<file path="config.mk">
export PLATFORM = sky130hd
export DESIGN_NAME = div_result_display
export DESIGN_NICKNAME = d
export VERILOG_FILES = /design/src/rtl/div_disp_pkg.sv /design/src/rtl/seg7_decode.sv /design/src/rtl/div_result_display.sv
export SDC_FILE = /design/constraint.sdc
export NUM_CORES = 1
export LEC_CHECK = 0
export ABC_CLOCK_PERIOD_IN_PS = 7800
export CAP_MARGIN = 20
export CORE_AREA = 4 4 89 91
export DETAILED_ROUTE_END_ITERATION = 6
export DIE_AREA = 0 0 93 95
export DONT_BUFFER_PORTS = 1
export GPL_TIMING_DRIVEN = 1
export HOLD_SLACK_MARGIN = 0.06
export PLACE_DENSITY_LB_ADDON = 0.25
export SLEW_MARGIN = 40
export SYNTH_ARGS = -nofsm -noshare
export SYNTH_HDL_FRONTEND = slang
export SYNTH_SLANG_ARGS = --single-unit
</file>
<file path="constraint.sdc">
create_clock -name clk -period 7.8 [get_ports clk]
set_input_delay 2.34 -clock clk [delete_from_list [all_inputs] [get_ports clk]]
set_output_delay 2.34 -clock clk [all_outputs]
set_load 0.1 [all_outputs]
</file>
<file path="src/rtl/div_disp_pkg.sv">
// Shared types and constants for the divider result display.
// Holds FSM states, seven-segment codes, digit positions and the double-dabble step.
package div_disp_pkg;

  typedef enum logic [1:0] {
    StIdle,
    StShift,
    StDone
  } state_e;

  // Active-low segment codes, segment a on bit 0 through g on bit 6
  localparam logic [6:0] SEG_0     = 7'h40;
  localparam logic [6:0] SEG_1     = 7'h79;
  localparam logic [6:0] SEG_2     = 7'h24;
  localparam logic [6:0] SEG_3     = 7'h30;
  localparam logic [6:0] SEG_4     = 7'h19;
  localparam logic [6:0] SEG_5     = 7'h12;
  localparam logic [6:0] SEG_6     = 7'h02;
  localparam logic [6:0] SEG_7     = 7'h78;
  localparam logic [6:0] SEG_8     = 7'h00;
  localparam logic [6:0] SEG_9     = 7'h10;
  localparam logic [6:0] SEG_BLANK = 7'h7F;

  localparam logic [2:0] POS_Q_HUN = 3'd7;
  localparam logic [2:0] POS_Q_TEN = 3'd6;
  localparam logic [2:0] POS_Q_UNI = 3'd5;
  localparam logic [2:0] POS_R_TEN = 3'd1;
  localparam logic [2:0] POS_R_UNI = 3'd0;

  localparam logic [3:0] BCD_BLANK = 4'hF;

  // One shift-add-3 iteration on {bcd[11:0], bin[7:0]}
  function automatic logic [19:0] dabble_step(input logic [19:0] sr);
    logic [19:0] adj;
    adj = sr;
    for (int i = 0; i < 3; i++) begin
      if (adj[8+4*i +: 4] >= 4'd5) begin
        adj[8+4*i +: 4] = adj[8+4*i +: 4] + 4'd3;
      end
    end
    return {adj[18:0], 1'b0};
  endfunction

endpackage

</file>
<file path="src/rtl/seg7_decode.sv">
// BCD nibble to active-low seven-segment code; values 10..15 render blank.
module seg7_decode
  import div_disp_pkg::*;
(
  input  logic [3:0] bcd_i,
  output logic [6:0] seg_o
);

  always_comb begin
    seg_o = SEG_BLANK;
    case (bcd_i)
      4'd0:    seg_o = SEG_0;
      4'd1:    seg_o = SEG_1;
      4'd2:    seg_o = SEG_2;
      4'd3:    seg_o = SEG_3;
      4'd4:    seg_o = SEG_4;
      4'd5:    seg_o = SEG_5;
      4'd6:    seg_o = SEG_6;
      4'd7:    seg_o = SEG_7;
      4'd8:    seg_o = SEG_8;
      4'd9:    seg_o = SEG_9;
      default: seg_o = SEG_BLANK;
    endcase
  end

endmodule

</file>
<file path="src/rtl/div_result_display.sv">
// Captures divider quotient/remainder, converts to BCD and scans an 8-digit display.
// Define LEADING_ZERO_BLANK_EN to blank leading zero digits.
module div_result_display
  import div_disp_pkg::*;
#(
  parameter int unsigned SCAN_DIV     = 100000,
  parameter int unsigned SHIFT_CYCLES = 8
) (
  input  logic       clk,
  input  logic       rst_n,
  input  logic       load,
  input  logic [7:0] quotient,
  input  logic [3:0] remainder,
  output logic       busy,
  output logic       done,
  output logic [7:0] an,
  output logic [6:0] seg,
  output logic       dp
);

  localparam int unsigned ScanW = $clog2(SCAN_DIV);
  localparam int unsigned IterW = $clog2(SHIFT_CYCLES);

  state_e           state_q, state_d;
  logic [19:0]      sr_q, sr_d;
  logic [IterW-1:0] iter_q, iter_d;
  logic [3:0]       rem_q, rem_d;
  logic             done_q, done_d;
  logic [3:0]       q_hun_q, q_hun_d, q_ten_q, q_ten_d, q_uni_q, q_uni_d;
  logic [3:0]       r_ten_q, r_ten_d, r_uni_q, r_uni_d;
  logic [ScanW-1:0] scan_cnt_q, scan_cnt_d;
  logic [2:0]       dig_idx_q, dig_idx_d;
  logic [7:0]       an_q, an_d;
  logic [6:0]       seg_q, seg_d;
  logic [3:0]       bcd_sel;
  logic [6:0]       seg_code;

  always_comb begin
    state_d = state_q;
    sr_d    = sr_q;
    iter_d  = iter_q;
    rem_d   = rem_q;
    done_d  = 1'b0;
    q_hun_d = q_hun_q;
    q_ten_d = q_ten_q;
    q_uni_d = q_uni_q;
    r_ten_d = r_ten_q;
    r_uni_d = r_uni_q;
    unique case (state_q)
      StIdle: begin
        if (load) begin
          sr_d    = {12'd0, quotient};
          rem_d   = remainder;
          iter_d  = '0;
          state_d = StShift;
        end
      end
      StShift: begin
        sr_d   = dabble_step(sr_q);
        iter_d = iter_q + 1'b1;
        if (iter_q == IterW'(SHIFT_CYCLES - 1)) begin
          state_d = StDone;
        end
      end
      StDone: begin
        q_hun_d = sr_q[19:16];
        q_ten_d = sr_q[15:12];
        q_uni_d = sr_q[11:8];
        r_ten_d = (rem_q >= 4'd10) ? 4'd1 : 4'd0;
        r_uni_d = (rem_q >= 4'd10) ? rem_q - 4'd10 : rem_q;
        done_d  = 1'b1;
        state_d = StIdle;
      end
      default: state_d = StIdle;
    endcase
  end

  always_comb begin
    scan_cnt_d = scan_cnt_q + 1'b1;
    dig_idx_d  = dig_idx_q;
    if (scan_cnt_q == ScanW'(SCAN_DIV - 1)) begin
      scan_cnt_d = '0;
      dig_idx_d  = dig_idx_q + 1'b1;
    end
  end

  // Select from next-state values so an/seg track the digit registers on the same edge
  always_comb begin
    bcd_sel = BCD_BLANK;
    case (dig_idx_d)
      POS_Q_HUN: bcd_sel = q_hun_d;
      POS_Q_TEN: bcd_sel = q_ten_d;
      POS_Q_UNI: bcd_sel = q_uni_d;
      POS_R_TEN: bcd_sel = r_ten_d;
      POS_R_UNI: bcd_sel = r_uni_d;
      default:   bcd_sel = BCD_BLANK;
    endcase
`ifdef LEADING_ZERO_BLANK_EN
    if (dig_idx_d == POS_Q_HUN && q_hun_d == 4'd0) bcd_sel = BCD_BLANK;
    if (dig_idx_d == POS_Q_TEN && q_hun_d == 4'd0 && q_ten_d == 4'd0) bcd_sel = BCD_BLANK;
    if (dig_idx_d == POS_R_TEN && r_ten_d == 4'd0) bcd_sel = BCD_BLANK;
`endif
  end

  seg7_decode u_seg7_decode (
    .bcd_i(bcd_sel),
    .seg_o(seg_code)
  );

  always_comb begin
    an_d  = 8'hFF;
    seg_d = SEG_BLANK;
    if (bcd_sel != BCD_BLANK) begin
      an_d  = ~(8'd1 << dig_idx_d);
      seg_d = seg_code;
    end
  end

  always_ff @(posedge clk or negedge rst_n) begin
    if (!rst_n) begin
      state_q    <= StIdle;
      sr_q       <= '0;
      iter_q     <= '0;
      rem_q      <= '0;
      done_q     <= 1'b0;
      q_hun_q    <= '0;
      q_ten_q    <= '0;
      q_uni_q    <= '0;
      r_ten_q    <= '0;
      r_uni_q    <= '0;
      scan_cnt_q <= '0;
      dig_idx_q  <= '0;
      an_q       <= 8'hFF;
      seg_q      <= SEG_BLANK;
    end else begin
      state_q    <= state_d;
      sr_q       <= sr_d;
      iter_q     <= iter_d;
      rem_q      <= rem_d;
      done_q     <= done_d;
      q_hun_q    <= q_hun_d;
      q_ten_q    <= q_ten_d;
      q_uni_q    <= q_uni_d;
      r_ten_q    <= r_ten_d;
      r_uni_q    <= r_uni_d;
      scan_cnt_q <= scan_cnt_d;
      dig_idx_q  <= dig_idx_d;
      an_q       <= an_d;
      seg_q      <= seg_d;
    end
  end

  assign busy = (state_q != StIdle);
  assign done = done_q;
  assign an   = an_q;
  assign seg  = seg_q;
  assign dp   = 1'b1;

endmodule

</file>
==> summary.txt, run 1 <==
Status
  – Status: finished clean

STA
  – Worst rel slew slack: 0.426
  – Fin Clk Skew: 0.00510 ns
  – Peak Freq: 264 MHz
  – Unrepaired setup endpoints after global routing: no
  – Max-slew violations: 0
  – Worst Tran Pin Value: 0.861 ns
  – Hold Vio Cnt, Final: 0
  – Final min period: 3.79 ns
  – Fin crit share: 0.486
  – Final WS setup: 4.01 ns
  – Worst hold slack: 0.468 ns
  – Final Setup Violations: 0
  – Setup TNS: 0 ns

Clocking
  – CTS Sinks: 85
  – Hold_buf cts: 0
  – Inserted Clock Buffers: 9
  – H-tree Lvls: 3
  – Clk Latency, worst-skew pair: 0.36 ns
  – CTS tree: yes
  – Post-CTS setup buffers: 0
  – CTS Buffer Depth: 2
  – Reg clk slew, reported paths: 0.09 ns
  – Post-cts sizing count: 0
  – CTS root buffer: clkbuf_8

Die
  – Die H: 95 um
  – Ports: 33
  – Core area: 0.00714 mm2
  – Die area: 0.00884 mm2
  – Starting Density: 0.592
  – # rows: 31
  – Chip width: 93 um

Cells and area
  – Inserted Diodes: 0
  – Most common cell after layout, fill and taps aside: nand2_1
  – P&R area growth vs syn: 6.84%
  – Share of cells above drive strength 1: 0.116
  – Fill count: 607
  – Most frequent cells in the layout: 73 x nand2_1, 70 x dfrtp_1, 31 x nor2_1, 26 x o21ai_0, 24 x nand3_1
  – Final net count: 457

Critical path
  – CP Data Required Time: 5.46 ns
  – Crit Path Category: reg -> out
  – Crit Path Max Fanout: 4
  – WP data arrival: 1.45 ns
  – Crit end category: output pin
  – Startpoint types: register

Flow run
  – Max-Cap Viols: 0

GRT
  – Vias in the first global route: 2959
  – First-pass GRT wire length: 13900 um
  – Total global routing overflow: 0
  – Largest net degree at the start of global routing: 86
  – Initial antenna violation count: 0
  – Tot GR Track Use: 0.200

Drt
  – Avg Vias per Cell: 5.76
  – Routed WL: 8060 um
  – # DRC: 0
  – Final ANT Viol Nets: 0
  – Pre-antenna DRT Iters: 4
  – Routed len/inst: 15.2 um
  – 1st-iter DRT viols: 225
  – DR vias: 3051

Placement
  – Place WS: 4.27 ns
  – DP HPWL: 5400 um
  – IO buf count: 0
  – GPL Wtd Cong: 0.870

Synthesis
  – Yosys top cell area share: 0.414
  – Synthesized cell area: 0.00423 mm2
  – Mean Syn Cell Area: 9.79 um2
  – Synth area leaders: dfrtp_1 41%, dfstp_2 9.3%, nand2_1 6.5%
  – Post-Synthesis Cells: 432
  – Synth area leader: dfrtp_1
  – Post-synth EDFFs: 0
  – Yosys cell types: 58
  – Post-synthesis net count: 463
  – Sequential area share after synthesis: 0.508
  – Asr flop ratio synth: 1.00
  – Yosys reg bits: 85
  – Synth Warn #: 0
  – Synth Flop Type: dfrtp_1

Power and ir drop
  – Power Dens Cells: 372 mW/mm2
  – Leakage: 0.00208 uW
  – Peak supply drop: 0.179 mV

Min path
  – Hold Path Class: reg -> reg
-- cell usage after synthesis, types with 5 or more instances --
cell / count
inv_1: 23
a31oi_1: 10
mux2i_1: 9
o31ai_1: 5
dfstp_2: 15
nand2b_1: 6
xnor2_1: 14
nand2_1: 73
nor3_1: 5
nor2_1: 31
nand3_1: 24
xor2_1: 10
ha_1: 16
o21ai_0: 26
dfrtp_1: 70
clkbuf_1: 16
a21oi_1: 11
-- logic make-up after synthesis --
| logic type | Yosys count | share of synthesized area |
|---|---|---|
| AOI/OAI and AO/OA | 84 | 0.134 |
| xor gates and xnor gates | 24 | 0.0497 |
| adders and majority gates | 16 | 0.0474 |
| buffers and inverters | 44 | 0.0426 |
| DFF | 85 | 0.508 |
| muxes | 10 | 0.0266 |
| other | 1 | 0.000887 |
| and+or+nand+nor | 168 | 0.191 |
-- path summary, 6_finish.rpt --
kind / from / end / slack [ns] / depth (start not counted)
min reg2reg: r_uni_q[2] / r_uni_q[2] / 0.47 / 2
max reg2reg: scan_cnt_q[14] / seg[0] / 4.25 / 9
max in group asynchronous: rst_n / seg[3] / 5.92 / 0
min: r_uni_q[2] / r_uni_q[2] / 0.47 / 2
min in group asynchronous: rst_n / sr_q[18] / 1.67 / 0
max: state_q[1] / busy / 4.01 / 2
-- routing by layer --
metal	routed length, um	up-vias	global-route usage
met3	291	16	0.0367
met4	154	0	0.0830
met1	3910	1509	0.279
met5	0	-	0
li1	-	1470	-
met2	3700	56	0.310
-- where the power goes --
part	switching [uW]	internal [uW]	leakage, uW
clock	167	189	0.000121
combinational	330	212	0.000912
sequential	200	583	0.00104
total	697	984	0.00208
-- cell type report --
class	instances	area (um2)	area share
Timing Repair Buffer	2	15.0	0.00332
Clock buffer	11	174	0.0385
Clock inverter	5	60.1	0.0133
Sequential cell	85	2150	0.475
Multi-Input combinational cell	303	1900	0.422
Inverter	25	93.8	0.0208
Tap cell	99	124	0.0274
-- registers in the layout (all words and copies together) (netlist names) --
register	count
an	8
dig_idx_q	3
done	1
iter_q	3
q_hun_q	4
q_ten_q	4
q_uni_q	4
r_ten_q	4
r_uni_q	4
rem_q	4
scan_cnt_q	17
seg	7
sr_q	20
state_q	2
-- worst max-delay path: stages, from the launching register on --
cell and delay, ns:
dfrtp_1 0.40, nor2_1 0.09, inv_1 0.61
-- stage by stage --
| stage | utilization | power, uW | instances | instance area (um2) |
|---|---|---|---|---|
| 2_1_floorplan | - | 1210 | 432 | 4230 |
| 3_3_place_gp | 0.600 | 1300 | 514 | 4280 |
| 3_5_place_dp | 0.600 | 1330 | 514 | 4280 |
| 4_1_cts | 0.633 | 1690 | 530 | 4510 |
| 5_1_grt | 0.633 | 1790 | 530 | 4520 |
| 6_report | 0.633 | 1680 | 530 | 4520 |
Power figures use the tool's default switching activity.
==> run 2: changes to the inputs <==
ABC_CLOCK_PERIOD_IN_PS = 3570   (was 7800)
clock period = 3.57 ns   (was 7.8 ns; I/O delays follow)
==> run 2 against run 1 <==
  * Wire length shrank 3.3%
  * First-iteration DRC count down 36%
  * Critical path depth is 7 higher
  * Final cell count increased by 0.94%
  * Clock power grew 77%
  * Critical path type is now reg -> reg
  * Flip-flop and latch count unchanged
  * Global-route usage fell by 0.78 points
  * Register-to-register slack got worse by 3.9 ns
  * Design area fell by 0.28%
  * Sequential share of layout area increased by 0.13 points
  * Setup slack got worse by 3.6 ns
==> summary.txt, run 2 (synthesized netlist as in run 1, its figures left out) <==
Status
  – Status: finished clean

Clocking
  – CTS Sinks: 85 (unchanged)
  – Hold_buf cts: 0 (unchanged)
  – Clk Latency, worst-skew pair: 0.36 ns (about the same)
  – H-tree Lvls: 3 (unchanged)
  – Inserted Clock Buffers: 9 (unchanged)
  – CTS root buffer: clkbuf_8
  – CTS Buffer Depth: 2 (unchanged)
  – Reg clk slew, reported paths: 0.09 ns (about the same)
  – CTS tree: yes

Die
  – Ports: 33 (unchanged)
  – Starting Density: 0.592 (unchanged)
  – # rows: 31 (unchanged)
  – Core area: 0.00714 mm2 (unchanged)
  – Die area: 0.00884 mm2 (unchanged)
  – Chip width: 93 um (unchanged)
  – Die H: 95 um (unchanged)

STA
  – Final Setup Violations: 0 (unchanged)
  – Worst rel slew slack: 0.426 (about the same)
  – Unrepaired setup endpoints after global routing: no
  – Worst Tran Pin Value: 0.861 ns (-0.000621 ns)
  – Fin crit share: 0.896
  – Hold Vio Cnt, Final: 0 (unchanged)
  – Max-slew violations: 0 (unchanged)
  – Setup TNS: 0 ns (unchanged)
  – Final WS setup: 0.371 ns (-3.64 ns)
  – Final min period: 3.20 ns
  – Peak Freq: 313 MHz
  – Fin Clk Skew: 0.0116 ns (+0.00654 ns)

Cells and area
  – Fill count: 617 (+1.6%)
  – Largest register by flop count: sr_q
  – P&R area growth vs syn: 6.54%
  – Inserted Diodes: 0 (unchanged)
  – Most common cell after layout, fill and taps aside: nand2_1
  – Max reg flops: 20 (unchanged)
  – Share of cells above drive strength 1: 0.126 (+0.0101)
  – Most frequent cells in the layout: 73 x nand2_1, 70 x dfrtp_1, 31 x nor2_1, 26 x o21ai_0, 24 x nand3_1
  – Final net count: 462 (+1.1%)
  – Post-route cell area: 0.00450 mm2 (-0.28%)

Critical path
  – Reg2reg start: scan_cnt_q[14]
  – Critical path origin: scan_cnt_q[14]
  – Crit Path Category: reg -> reg
  – R2R cell count: 9 (unchanged)
  – WP data arrival: 3.46 ns (+2.01 ns)
  – CP Data Required Time: 3.83 ns (-1.63 ns)
  – Crit end category: register
  – Startpoint types: register
  – R2R setup slack: 0.37 ns (-3.88 ns)
  – Crit Path Max Fanout: 9 (+5)
  – Reg-to-reg critical path endpoint: an[0]

Placement
  – IO buf count: 0 (unchanged)
  – DP HPWL: 5450 um (+0.99%)
  – GPL Wtd Cong: 0.853 (-1.9%)
  – Place WS: 0.228 ns (-4.04 ns)
  – Placed Area: 0.00432 mm2 (+0.88%)

GRT
  – Initial antenna violation count: 0 (unchanged)
  – Vias in the first global route: 2888 (-2.4%)
  – First-pass GRT wire length: 13500 um (-2.9%)
  – Largest net degree at the start of global routing: 86 (unchanged)
  – Tot GR Track Use: 0.192 (-0.00785)
  – Total global routing overflow: 0 (unchanged)

Power and ir drop
  – Proportion of power drawn by combinational gates: 0.340 (+0.018)
  – Power Internal: 2020 uW (+110%)
  – Flop pwr share: 0.482 (+0.016)
  – Leakage: 0.00207 uW (-0.18%)
  – Peak supply drop: 0.378 mV (+110%)
  – Sw Share: 0.429 (+0.0142)
  – Power Dens Cells: 785 mW/mm2 (+110%)
  – Net switching power: 1520 uW (+120%)
  – Clock share of power: 0.178 (-0.034)

Drt
  – M1 WL: 3740 um (-4.3%)
  – DR WL met3: 254 um (-13%)
  – Routed len/inst: 14.6 um (-4.2%)
  – Final ANT Viol Nets: 0 (unchanged)
  – Routed wl met2: 3730 um (+0.78%)
  – Routed WL: 7790 um (-3.3%)
  – # DRC: 0 (unchanged)
  – Avg Vias per Cell: 5.54 (-3.7%)
  – Top Layer Used: met4
  – 1st-iter DRT viols: 144 (-36%)
  – DR vias: 2965 (-2.8%)
  – Pre-antenna DRT Iters: 4 (unchanged)

Flow run
  – Max-Cap Viols: 0 (unchanged)

Min path
  – Hold Path Class: in -> async
[run 2: changes by cell type in the layout (fill, tap and decap cells not counted), sizes merged]
cell | before | now
clkbuf | 11 | 9
buf | 2 | 7
clkinv | 1 | 3
clkinvlp | 0 | 1
bufinv | 1 | 0
[run 2: power groups by stage]
stage               Combinational (uW)  Clock [uW]  Sequential, uW
floorplan                          968           0            1680
global placement                  1150           0            1710
detailed placement                1200           0            1720
CTS                               1210         648            1710
global route                      1380         689            1740
finish                            1200         631            1700
[run 2: stage by stage]
| step | hold WS (ns) | power [uW] | cells | utilization |
|---|---|---|---|---|
| floorplan | 0.428 | 2650 | 432 | - |
| global placement | 0.442 | 2870 | 519 | 0.605 |
| detailed placement | 0.458 | 2930 | 519 | 0.605 |
| CTS | 0.384 | 3570 | 535 | 0.631 |
| global route | 0.379 | 3810 | 535 | 0.631 |
| finish | 0.400 | 3540 | 535 | 0.631 |
[run 2: layout make-up]
class	count	area [um2]	area share
sequential	85	2150	0.476
multi-input combinational	303	1910	0.423
clock buffer	9	124	0.0275
tap	99	124	0.0275
inverter	25	93.8	0.0208
clock inverter	7	58.8	0.0131
timing repair buffer	7	52.6	0.0117
[run 2: worst max path at each step]
stage	end	cells past startpoint
after floorplan	seg[0]	10
after global placement	seg[0]	9
after detailed placement	seg[0]	9
after CTS	seg[0]	9
after global routing	an[7]	11
final	an[0]	9
[run 2: timing repair]
item | in CTS | in global routing
gates resized for setup | 0 | 1
endpoints found under the setup margin | 0 | 1
buffers inserted | 0 | 0
[run 2: critical path, cell delays in order, from the launching register on]
cell and delay [ns]:
dfrtp_1 0.42, or4b_4 0.58, or4_4 0.65, mux2i_4 0.32
a32oi_1 0.15, o22ai_1 0.21, inv_1 0.09, ha_1 0.25
a31oi_1 0.31, nand3_1 0.13
[run 2: layer usage]
metal | GRT usage | vias to the layer above
li1 | - | 1485
met1 | 0.265 | 1436
met2 | 0.309 | 37
met3 | 0.0422 | 7
met4 | 0.0525 | 0
met5 | 0 | -
==> run 3: changes to the inputs <==
HOLD_SLACK_MARGIN = default   (was 0.06)
==> results of run 3 <==
Same layout as run 2: the final DEF is identical, and so are final timing and power.
